<file path="config.mk">
export PLATFORM = sky130hd
export DESIGN_NAME = pong_game_ctrl
export DESIGN_NICKNAME = d
export VERILOG_FILES = /design/src/rtl/pong_game_ctrl.sv
export SDC_FILE = /design/constraint.sdc
export NUM_CORES = 1
export LEC_CHECK = 0
export CAP_MARGIN = 20
export CORE_ASPECT_RATIO = 0.5
export CORE_UTILIZATION = 46
export CTS_CLUSTER_SIZE = 30
export DETAILED_ROUTE_END_ITERATION = 12
export MAX_ROUTING_LAYER = met4
export PLACE_DENSITY = 0.79
export SYNTH_ARGS = -nofsm -noshare
export SYNTH_HDL_FRONTEND = slang
export SYNTH_SLANG_ARGS = --single-unit
</file>
<file path="constraint.sdc">
create_clock -name clk -period 2.6 [get_ports clk]
set_input_delay 0.52 -clock clk [delete_from_list [all_inputs] [get_ports clk]]
set_output_delay 0.52 -clock clk [all_outputs]
set_load 0.005 [all_outputs]
</file>
<file path="src/rtl/pong_game_ctrl.sv">
// Game-flow controller for the VGA pong datapath: attract/serve/play/over sequencing, miss detection,
// BCD score and lives. Optional paddle-hit speed-up is enabled by defining PONG_SPEEDUP_EN.
module pong_game_ctrl #(
  parameter int LIVES            = 3,
  parameter int SERVE_DELAY      = 60,
  parameter int MISS_Y           = 464,
  parameter int SERVE_X          = 312,
  parameter int SERVE_Y          = 64,
  parameter int HITS_PER_SPEEDUP = 8
) (
  input  logic       clk,
  input  logic       reset,
  input  logic       frame_tick,
  input  logic       start_btn,
  input  logic [8:0] ball_y,
  input  logic       paddle_hit,
  output logic       ball_run,
  output logic       ball_load,
  output logic [9:0] serve_x,
  output logic [8:0] serve_y,
  output logic       serve_dir_x,
  output logic [7:0] score,
  output logic [1:0] lives,
  output logic       game_over,
  output logic [2:0] state,
  output logic [1:0] ball_step
);

  // Handshake with the ball datapath: ball_run is a level that permits motion on each frame_tick;
  // ball_load is a single-cycle command to latch serve_x/serve_y/serve_dir_x, never asserted twice in a row.

  typedef enum logic [2:0] {
    IDLE  = 3'd0,
    SERVE = 3'd1,
    PLAY  = 3'd2,
    OVER  = 3'd3
  } stateT;

  localparam logic [1:0] LIVES_INIT = 2'(LIVES);
  localparam logic [7:0] DELAY_INIT = 8'(SERVE_DELAY);
  localparam logic [8:0] MISS_LIMIT = 9'(MISS_Y);

  stateT      stateQ, stateD;
  logic       ballRunQ, ballRunD;
  logic       ballLoadQ, ballLoadD;
  logic       serveDirQ, serveDirD;
  logic [7:0] scoreQ, scoreD;
  logic [1:0] livesQ, livesD;
  logic       gameOverQ, gameOverD;
  logic [7:0] cntQ, cntD;
  logic       startSync1, startSync2, startPrev;
  logic       startEdge;
  logic       missNow;

`ifdef PONG_SPEEDUP_EN
  localparam int HCW = $clog2(HITS_PER_SPEEDUP) + 1;
  localparam logic [HCW-1:0] HITS_LAST = HCW'(HITS_PER_SPEEDUP - 1);
  logic [HCW-1:0] hitCntQ, hitCntD;
  logic [1:0]     stepQ, stepD;
`endif

  // Saturating two-digit BCD increment.
  function automatic logic [7:0] bcdInc(input logic [7:0] s);
    logic [7:0] r;
    if (s == 8'h99)
      r = s;
    else if (s[3:0] == 4'd9)
      r = {s[7:4] + 4'd1, 4'd0};
    else
      r = {s[7:4], s[3:0] + 4'd1};
    return r;
  endfunction

  always_ff @(posedge clk or posedge reset) begin
    if (reset) begin
      startSync1 <= 1'b0;
      startSync2 <= 1'b0;
      startPrev  <= 1'b0;
    end else begin
      startSync1 <= start_btn;
      startSync2 <= startSync1;
      startPrev  <= startSync2;
    end
  end

  assign startEdge = startSync2 & ~startPrev;
  assign missNow   = frame_tick && (ball_y >= MISS_LIMIT);

  always_ff @(posedge clk or posedge reset) begin
    if (reset) begin
      stateQ    <= IDLE;
      ballRunQ  <= 1'b0;
      ballLoadQ <= 1'b0;
      serveDirQ <= 1'b0;
      scoreQ    <= 8'h00;
      livesQ    <= LIVES_INIT;
      gameOverQ <= 1'b0;
      cntQ      <= 8'd0;
`ifdef PONG_SPEEDUP_EN
      hitCntQ   <= '0;
      stepQ     <= 2'd1;
`endif
    end else begin
      stateQ    <= stateD;
      ballRunQ  <= ballRunD;
      ballLoadQ <= ballLoadD;
      serveDirQ <= serveDirD;
      scoreQ    <= scoreD;
      livesQ    <= livesD;
      gameOverQ <= gameOverD;
      cntQ      <= cntD;
`ifdef PONG_SPEEDUP_EN
      hitCntQ   <= hitCntD;
      stepQ     <= stepD;
`endif
    end
  end

  always_comb begin
    stateD    = stateQ;
    ballRunD  = 1'b0;
    ballLoadD = 1'b0;
    scoreD    = scoreQ;
    livesD    = livesQ;
    cntD      = cntQ;
`ifdef PONG_SPEEDUP_EN
    hitCntD   = hitCntQ;
    stepD     = stepQ;
`endif
    case (stateQ)
      IDLE, OVER: begin
        if (startEdge) begin
          scoreD    = 8'h00;
          livesD    = LIVES_INIT;
          ballLoadD = 1'b1;
          cntD      = DELAY_INIT;
          stateD    = SERVE;
`ifdef PONG_SPEEDUP_EN
          hitCntD   = '0;
          stepD     = 2'd1;
`endif
        end
      end
      SERVE: begin
        if (frame_tick) begin
          cntD = cntQ - 8'd1;
          if (cntQ == 8'd1) begin
            stateD   = PLAY;
            ballRunD = 1'b1;
          end
        end
      end
      PLAY: begin
        ballRunD = 1'b1;
        if (paddle_hit) begin
          scoreD = bcdInc(scoreQ);
`ifdef PONG_SPEEDUP_EN
          if (hitCntQ == HITS_LAST) begin
            hitCntD = '0;
            if (stepQ != 2'd3) stepD = stepQ + 2'd1;
          end else begin
            hitCntD = hitCntQ + 1'b1;
          end
`endif
        end
        // A hit in the same cycle as a miss is still scored above.
        if (missNow) begin
          ballRunD = 1'b0;
          livesD   = livesQ - 2'd1;
          if (livesQ == 2'd1) begin
            stateD = OVER;
          end else begin
            ballLoadD = 1'b1;
            cntD      = DELAY_INIT;
            stateD    = SERVE;
          end
        end
      end
      default: stateD = IDLE;
    endcase
    serveDirD = serveDirQ ^ ballLoadD;
    gameOverD = (stateD == OVER);
  end

  assign ball_run    = ballRunQ;
  assign ball_load   = ballLoadQ;
  assign serve_x     = 10'(SERVE_X);
  assign serve_y     = 9'(SERVE_Y);
  assign serve_dir_x = serveDirQ;
  assign score       = scoreQ;
  assign lives       = livesQ;
  assign game_over   = gameOverQ;
  assign state       = stateQ;
`ifdef PONG_SPEEDUP_EN
  assign ball_step   = stepQ;
`else
  assign ball_step   = 2'd1;
`endif

endmodule

</file>
==> results.sh, run 1 <==
export IMPL_fin_ws_ps=394
export IMPL_leakage_nw=0.873
export IMPL_grt_pass1_vias=1224
export IMPL_postSynthCellCount=178
export IMPL_row_count=14
export IMPL_die_h_um=44.2
export IMPL_vias=1308
export IMPL_synth_avg_cell_area_um2=9.22
export IMPL_min_period_ps=2210
export IMPL_rsz0062_at_grt="false"
export IMPL_r2r_end="cntQ[6]"
export IMPL_clk_latency_ps=280
export IMPL_synth_distinct_cells=45
export IMPL_drt_initial_drc_count=95
export IMPL_nNetsFinal=230
export IMPL_post_cts_buffers=0
export IMPL_yosysWarnings=0
export IMPL_synth_area_mm2=0.00164
export IMPL_status="complete, no violations"
export IMPL_stdcell_count=256
export IMPL_grt_max_degree=29
export IMPL_io_buffers=26
export IMPL_vias_per_cell=5.11
export IMPL_setup_viol=0
export IMPL_wirelength_um=3180
export IMPL_ant_nets=0
export IMPL_final_hold_violation_count=0
export IMPL_worstPathArrival_ps=2430
export IMPL_layout_drive_gt1_share=0.0673
export IMPL_diodes=0
export IMPL_synth_ff_type="dfrtp_1"
export IMPL_power_density_mw_per_mm2=492
export IMPL_drc_errors=0
export IMPL_post_route_period_util=0.848
export IMPL_cp_end_kind="flip-flop"
export IMPL_cts_sinks=28
export IMPL_reg2reg_setup_slack_ps=460
export IMPL_cts_buffers=3
export IMPL_dpl_cell_count=252
export IMPL_fmax_ghz=0.453
export IMPL_grt_pass1_wl_um=5420
export IMPL_hold_class="reg2reg"
export IMPL_wl_per_cell_um=12.4
export IMPL_async_flop_share=1.00
export IMPL_ff2ff_path_depth=5
export IMPL_critPathLaunchType="input port"
export IMPL_routabilityCongestion=0.799
export IMPL_cts_buffer_depth=2
export IMPL_synthToLayoutAreaGrowth_pct=18.9
export IMPL_cts_hold_buf=0
export IMPL_clkTransAtPathRegs_ps=100
export IMPL_clock_skew_ps=6.58
export IMPL_initial_core_util=0.515
export IMPL_worstSetupPathType="in2reg"
export IMPL_post_place_ws_ps=115
export IMPL_max_cap_violations=0
export IMPL_cts_tree="built"
export IMPL_crit_start="frame_tick"
export IMPL_antenna_found_initial=0
export IMPL_hp_start="startSync1"
export IMPL_die_area_mm2=0.00383
export IMPL_cts_resized=0
export IMPL_crit_fanout=5
export IMPL_dp_hpwl_um=2370
export IMPL_hold_end="startSync2"
export IMPL_max_vdd_ir_drop_mv=0.278
export IMPL_regToRegStartpoint="state[1]"
export IMPL_globalRouteTotalUtil=0.195
export IMPL_io_pins=52
export IMPL_grt_remaining_overflow=0
export IMPL_root_buffer="clkbuf_8"
export IMPL_drt_pass1_iter_count=4
export IMPL_die_w_um=86.5
export IMPL_core_area_mm2=0.00319
export IMPL_fin_setup_tns_ps=0
export IMPL_synth_edf_count=0
export IMPL_ys_ff_latch=28
export IMPL_htree_levels=1
export IMPL_synth_seq_area_share=0.428
export IMPL_hold_depth=0
export IMPL_finalMaxSlewViolations=0
export IMPL_required_ps=2820
==> area by class of cell <==
class	instances	area [µm²]
clock buffers	4	55.1
fillers	277	1240
inverters	12	45.0
multi-input cells	133	791
flip-flops and latches	28	703
well taps	48	60.1
repair buffers	31	298
==> per-stage QoR <==
step | utilization | cell area [µm²] | power, mW | hold WS, ps
floorplan | - | 1720 | 0.639 | 331
global placement | 0.595 | 1900 | 0.687 | 333
detailed placement | 0.595 | 1900 | 0.694 | 350
CTS | 0.612 | 1950 | 0.971 | 369
global route | 0.612 | 1950 | 1.01 | 359
finish | 0.612 | 1950 | 0.961 | 362
==> sequential cells by signal, summed over array words and instances, names as in the netlist <==
signal and cells:
ball_load 1, ball_run 1, cntQ 8, serve_dir_x 1
startPrev 1, game_over 1, startSync2 1, startSync1 1
score 8, lives 2, state 3
==> worst max path at each step <==
stage | end | slack, ps
finish | cntQ[6] | 390
global route | cntQ[6] | 350
CTS | cntQ[6] | 390
detailed placement | cntQ[6] | 120
global placement | cntQ[6] | 130
floorplan | cntQ[6] | 610
==> report_power, final <==
part	switching [mW]	leakage, nW	internal [mW]	total (mW)
Combinational	0.0792	0.490	0.0825	0.162
Sequential	0.0438	0.354	0.481	0.524
Clock	0.139	0.0288	0.136	0.275
==> worst max-delay path: stages <==
cell	delay, ps
clkdlybuf4s50_1	570
inv_1	60
a221o_1	340
or3_1	340
or4_1	500
nand3_1	90
==> layer usage <==
metal  vias up  routed length [µm]  GRT usage
li1        638                   -          -
met1       627                1420      0.216
met2        39                1600      0.351
met3         4                 125     0.0522
met4         0                  38     0.0667
met5         -                   0          -
==> layout by cell type (no fill, tap or decap), types with 2 or more instances in the layout <==
| cell type | netlist | final |
|---|---|---|
| inv_1 | 12 | 12 |
| nand2_1 | 17 | 17 |
| o31ai_1 | 5 | 5 |
| nor3_1 | 3 | 3 |
| or4_1 | 3 | 3 |
| a21oi_1 | 4 | 4 |
| o21ai_0 | 13 | 13 |
| nand2b_1 | 4 | 4 |
| ha_1 | 7 | 7 |
| nand3_1 | 6 | 6 |
| dfrtp_1 | 26 | 26 |
| conb_1 | 2 | 22 |
| nand4b_1 | 2 | 2 |
| clkbuf_8 | 0 | 4 |
| dfstp_2 | 2 | 2 |
| buf_4 | 22 | 5 |
| or3_1 | 7 | 7 |
| clkdlybuf4s50_1 | 0 | 26 |
| a211o_1 | 2 | 2 |
| nor2_1 | 9 | 9 |
| nor4_1 | 2 | 2 |
| nor2b_1 | 2 | 2 |
| a21o_1 | 2 | 2 |
| a211oi_1 | 2 | 2 |
==> synthesized netlist by cell type (2+ instances only) <==
cell,n,area share
nor2b_1,2,0.0076
a21o_1,2,0.0091
nand3_1,6,0.018
a21oi_1,4,0.012
conb_1,2,0.0046
buf_4,22,0.10
nand2b_1,4,0.015
o21ai_0,13,0.040
nor3_1,3,0.0091
dfrtp_1,26,0.40
ha_1,7,0.053
or3_1,7,0.027
nor4_1,2,0.0076
or4_1,3,0.014
dfstp_2,2,0.032
nand4b_1,2,0.011
a211o_1,2,0.011
o31ai_1,5,0.023
nand2_1,17,0.039
nor2_1,9,0.021
inv_1,12,0.027
a211oi_1,2,0.0091
clkbuf_1,2,0.0046
==> cells by family (layout without fill, tap and decap cells) <==
group	count (synthesis)	count (layout)	share of synthesized area
multiplexers	1	1	0.00610
other	2	22	0.00457
XOR/XNOR	1	1	0.00534
AND/OR/NAND/NOR	65	65	0.218
flip-flops	28	28	0.428
adder cells (fa/ha/maj)	7	7	0.0534
buffers and inverters	37	47	0.136
AO/OA/AOI/OAI	37	37	0.149
Power figures use the tool's default switching activity.
==> run 2: changes to the inputs <==
CORE_UTILIZATION = 42   (was 46)
PLACE_DENSITY = 0.76   (was 0.79)
clock period = 2 ns   (was 2.6 ns; I/O delays follow)
==> results.sh, run 2 (synthesis gave the netlist of run 1 again) <==
export IMPL_status="complete, no violations"
export IMPL_cp_end_kind="flip-flop"
export IMPL_fin_util=0.587
export IMPL_max_vdd_ir_drop_mv=0.383
export IMPL_row_count=15
export IMPL_routabilityCongestion=0.812
export IMPL_root_buffer="clkbuf_8"
export IMPL_nNetsFinal=240
export IMPL_max_cap_violations=0
export IMPL_min_period_ps=1960
export IMPL_vias_per_cell=5.13
export IMPL_htree_levels=1
export IMPL_clk_latency_ps=280
export IMPL_power_density_mw_per_mm2=651
export IMPL_slowest_stage="dfstp_2"
export IMPL_initial_core_util=0.458
export IMPL_globalRouteTotalUtil=0.185
export IMPL_die_h_um=46.2
export IMPL_worstSetupPathType="reg2reg"
export IMPL_rsz0062_at_grt="true"
export IMPL_max_slew_margin_rel=0.663
export IMPL_io_buffers=26
export IMPL_setup_viol=0
export IMPL_power_mw=1.37
export IMPL_ant_nets=0
export IMPL_synthToLayoutAreaGrowth_pct=28.1
export IMPL_tightest_slew_ps=504
export IMPL_grt_remaining_overflow=0
export IMPL_vias=1379
export IMPL_path_buf_inv=1
export IMPL_fin_setup_tns_ps=0
export IMPL_grt_pass1_vias=1277
export IMPL_grt_pass1_wl_um=5710
export IMPL_diodes=0
export IMPL_cts_buffers=3
export IMPL_finalMaxSlewViolations=0
export IMPL_hold_depth=0
export IMPL_clock_skew_ps=8.17
export IMPL_antenna_found_initial=0
export IMPL_final_cell_mix="dfrtp_1 (26), clkdlybuf4s50_1 (26), conb_1 (22)"
export IMPL_fmax_ghz=0.510
export IMPL_post_route_cell_area_mm2=0.00210
export IMPL_dp_hpwl_um=2530
export IMPL_cts_hold_buf=0
export IMPL_worstPathArrival_ps=2190
export IMPL_path_cells="inv_2 > ha_4 > a221o_1 > or3_4 > or4_4 > nand3_2"
export IMPL_holdWs_ps=357
export IMPL_critPathLaunchType="flip-flop"
export IMPL_crit_family="simple AND/OR/NAND/NOR gates"
export IMPL_hold_class="reg2reg"
export IMPL_leakage_nw=0.943
export IMPL_die_area_mm2=0.00418
export IMPL_ff2ff_path_depth=6
export IMPL_dpl_instance_area_mm2=0.00197
export IMPL_clkTransAtPathRegs_ps=100
export IMPL_drc_errors=0
export IMPL_cts_sinks=28
export IMPL_wirelength_um=3450
export IMPL_critPathMaxStageDelay_ps=550
export IMPL_die_w_um=90.4
export IMPL_required_ps=2230
export IMPL_io_pins=52
export IMPL_wl_per_cell_um=12.8
export IMPL_drt_initial_drc_count=102
export IMPL_cts_tree="built"
export IMPL_crit_fanout=2
export IMPL_post_route_period_util=0.981
export IMPL_drt_pass1_iter_count=4
export IMPL_core_area_mm2=0.00358
export IMPL_final_hold_violation_count=0
export IMPL_layout_drive_gt1_share=0.151
export IMPL_worst_path_stages=6
export IMPL_grt_max_degree=29
export IMPL_cts_buffer_depth=2
[run 2: cell types whose count changed in the layout (fill, tap and decap cells not counted), sizes merged]
| cell | delta |
|---|---|
| bufinv | +1 |
| clkbuf | -1 |
| buf | +10 |
[run 2: what timing repair did]
action	4_1_cts	5_1_grt
gates resized for setup	3	9
pin swaps	4	2
endpoints found under the setup margin	2	14
setup buffers	1	0
gates cloned	0	0
[run 2: final timing paths]
check                           startpoint         end  slack (ps)
worst max-delay path              lives[1]     cntQ[6]          40
worst min-delay path            startSync1  startSync2         360
worst max register to register    lives[1]     cntQ[6]          40
worst min register to register  startSync1  startSync2         360
max in group asynchronous            reset    lives[0]        1220
min in group asynchronous            reset     cntQ[0]         460
[run 2: final cells by class]
class	instances	area, µm²
repair buffers	41	377
multi-input cells	133	843
clock buffers	3	41.3
fillers	316	1480
flip-flops and latches	28	703
well taps	51	63.8
clock inverters	1	30.0
inverters	12	45.0
[run 2: power by group]
part	internal (mW)	switching, mW	leakage (nW)
Combinational	0.120	0.115	0.554
Clock	0.268	0.182	0.0357
Sequential	0.625	0.0590	0.354
Total	1.01	0.356	0.943
[run 2: stage by stage]
| stage | instances | setup WS (ps) |
|---|---|---|
| after detailed placement | 264 | -304 |
| after global routing | 269 | -11.3 |
| after global placement | 264 | -273 |
| after floorplan | 198 | 6.46 |
| final | 269 | 38.0 |
| after CTS | 269 | -40.5 |
[run 2: layer usage]
| metal | vias to the layer above | part of all wire | global-route usage |
|---|---|---|---|
| met3 | 7 | 0.049 | 0.0446 |
| li1 | 659 | - | - |
| met5 | - | 0 | - |
| met2 | 52 | 0.47 | 0.295 |
| met4 | 0 | 0.015 | 0.0871 |
| met1 | 661 | 0.46 | 0.230 |
==> run 3: changes to the inputs <==
clock period = 1.7 ns   (was 2 ns; I/O delays follow)
==> results.sh, run 3 (synthesis gave the netlist of run 1 again) <==
export IMPL_initial_core_util=0.458
export IMPL_cts_tree="built"
export IMPL_io_pins=52
export IMPL_hp_start="startSync1"
export IMPL_wirelength_um=4210
export IMPL_antenna_found_initial=0
export IMPL_vias_per_cell=5.15
export IMPL_r2r_end="cntQ[6]"
export IMPL_wl_per_cell_um=14.3
export IMPL_ff2ff_path_depth=6
export IMPL_dpl_cell_count=280
export IMPL_final_hold_violation_count=0
export IMPL_final_cell_mix="buf_4 (31), dfrtp_1 (23), clkdlybuf4s50_1 (23)"
export IMPL_setup_viol=17
export IMPL_row_count=15
export IMPL_cts_sinks=28
export IMPL_combPwrFrac=0.210
export IMPL_cts_buffer_depth=2
export IMPL_crit_start="lives[1]"
export IMPL_internal_power_mw=1.24
export IMPL_p_sw_mw=0.456
export IMPL_cts_hold_buf=0
export IMPL_status="complete, but fails checks"
export IMPL_power_density_mw_per_mm2=703
export IMPL_vias=1520
export IMPL_layout_commonest_cell="buf_4"
export IMPL_grt_remaining_overflow=0
export IMPL_leakage_nw=1.11
export IMPL_core_area_mm2=0.00358
export IMPL_worstPathArrival_ps=2200
export IMPL_post_route_period_util=1.16
export IMPL_required_ps=1920
export IMPL_setup_worst_path_end="cntQ[6]"
export IMPL_root_buffer="clkbuf_8"
export IMPL_grt_max_degree=29
export IMPL_drc_errors=0
export IMPL_cp_end_kind="flip-flop"
export IMPL_max_vdd_ir_drop_mv=0.379
export IMPL_crit_fanout=2
export IMPL_max_slew_margin_rel=0.549
export IMPL_max_cap_violations=0
export IMPL_fmax_ghz=0.507
export IMPL_p_sw_frac=0.269
export IMPL_nNetsFinal=266
export IMPL_ant_nets=0
export IMPL_drt_initial_drc_count=55
export IMPL_synthToLayoutAreaGrowth_pct=47.1
export IMPL_clk_latency_ps=280
export IMPL_clkTransAtPathRegs_ps=100
export IMPL_fin_ws_ps=-273
export IMPL_dp_hpwl_um=2670
export IMPL_holdWs_ps=361
export IMPL_min_period_ps=1970
export IMPL_stdcell_count=295
export IMPL_violations="setup timing"
export IMPL_post_route_cell_area_mm2=0.00241
export IMPL_fin_setup_tns_ps=-2310
export IMPL_post_place_ws_ps=-468
export IMPL_dpl_instance_area_mm2=0.00211
export IMPL_worstSetupPathType="reg2reg"
export IMPL_hold_class="reg2reg"
export IMPL_tightest_slew_ps=671
export IMPL_drt_pass1_iter_count=4
export IMPL_clock_skew_ps=2.54
export IMPL_die_h_um=46.2
export IMPL_htree_levels=1
export IMPL_cts_buffers=3
export IMPL_routabilityCongestion=0.803
export IMPL_grt_pass1_wl_um=6460
export IMPL_regToRegStartpoint="lives[1]"
export IMPL_power_share_clock=0.317
export IMPL_pwr_share_seq=0.473
export IMPL_die_area_mm2=0.00418
export IMPL_die_w_um=90.4
export IMPL_grt_pass1_vias=1425
export IMPL_reg2reg_setup_slack_ps=-270
export IMPL_io_buffers=26
export IMPL_layout_drive_gt1_share=0.311
export IMPL_rsz0062_at_grt="true"
export IMPL_globalRouteTotalUtil=0.208
export IMPL_finalMaxSlewViolations=0
export IMPL_diodes=0
export IMPL_critPathLaunchType="flip-flop"
## run 3: cell types whose count changed in the layout (fill, tap and decap cells not counted), moves of 2 or more
cell             previous run  this run
buf_4                      14        31
buf_6                       1        10
o21ai_0                    13         7
o21ai_1                     0         4
a21oi_1                     4         1
a21oi_2                     0         3
clkdlybuf4s50_1            26        23
dfrtp_1                    26        23
dfrtp_2                     0         3
dlygate4sd2_1               0         2
nor2b_4                     0         2
o21ai_2                     0         2
o31ai_1                     4         2
o31ai_2                     1         3
## run 3: metal layers
metal,share of wire,GRT usage
met1,0.45,0.235
met4,0.020,0.0774
met3,0.047,0.0380
met2,0.48,0.388
met5,0,-
## run 3: power by group through the flow
stage               sequential (mW)  clock (mW)  combinational [mW]
floorplan                     0.800           0               0.183
global placement              0.807           0               0.292
detailed placement            0.811           0               0.307
CTS                           0.802       0.547               0.329
global route                  0.813       0.569               0.391
finish                        0.802       0.538               0.356
## run 3: worst min path at each step
stage / cells after the start / end / slack, ps
floorplan: 0 / startSync2 / 330
global placement: 0 / startSync2 / 330
detailed placement: 0 / startSync2 / 340
CTS: 0 / startSync2 / 370
global route: 0 / startSync2 / 370
finish: 0 / startSync2 / 360
## run 3: timing repair
item	4_1_cts	5_1_grt
pin swaps	12	5
endpoints found under the setup margin	20	21
gates cloned	1	0
resized for setup	26	24
buffers inserted	7	4
## run 3: critical path: stages, from the launching register on
cell and delay, ps:
dfstp_2 550, inv_2 50, ha_4 150, a221o_1 330, or3_4 350, or4_1 400
nand3_1 90
## run 3: cell type report
cell class | count | area, µm²
Fill cell | 261 | 1170
Inverter | 12 | 45.0
Multi-Input combinational cell | 133 | 922
Timing Repair Buffer | 67 | 606
Clock inverter | 1 | 30.0
Sequential cell | 28 | 707
Tap cell | 51 | 63.8
Clock buffer | 3 | 41.3
## run 3: metrics by stage
step	total power [mW]	utilization
after CTS	1.68	0.648
after detailed placement	1.12	0.588
after global placement	1.10	0.588
after global routing	1.77	0.674
after floorplan	0.983	-
final	1.70	0.674
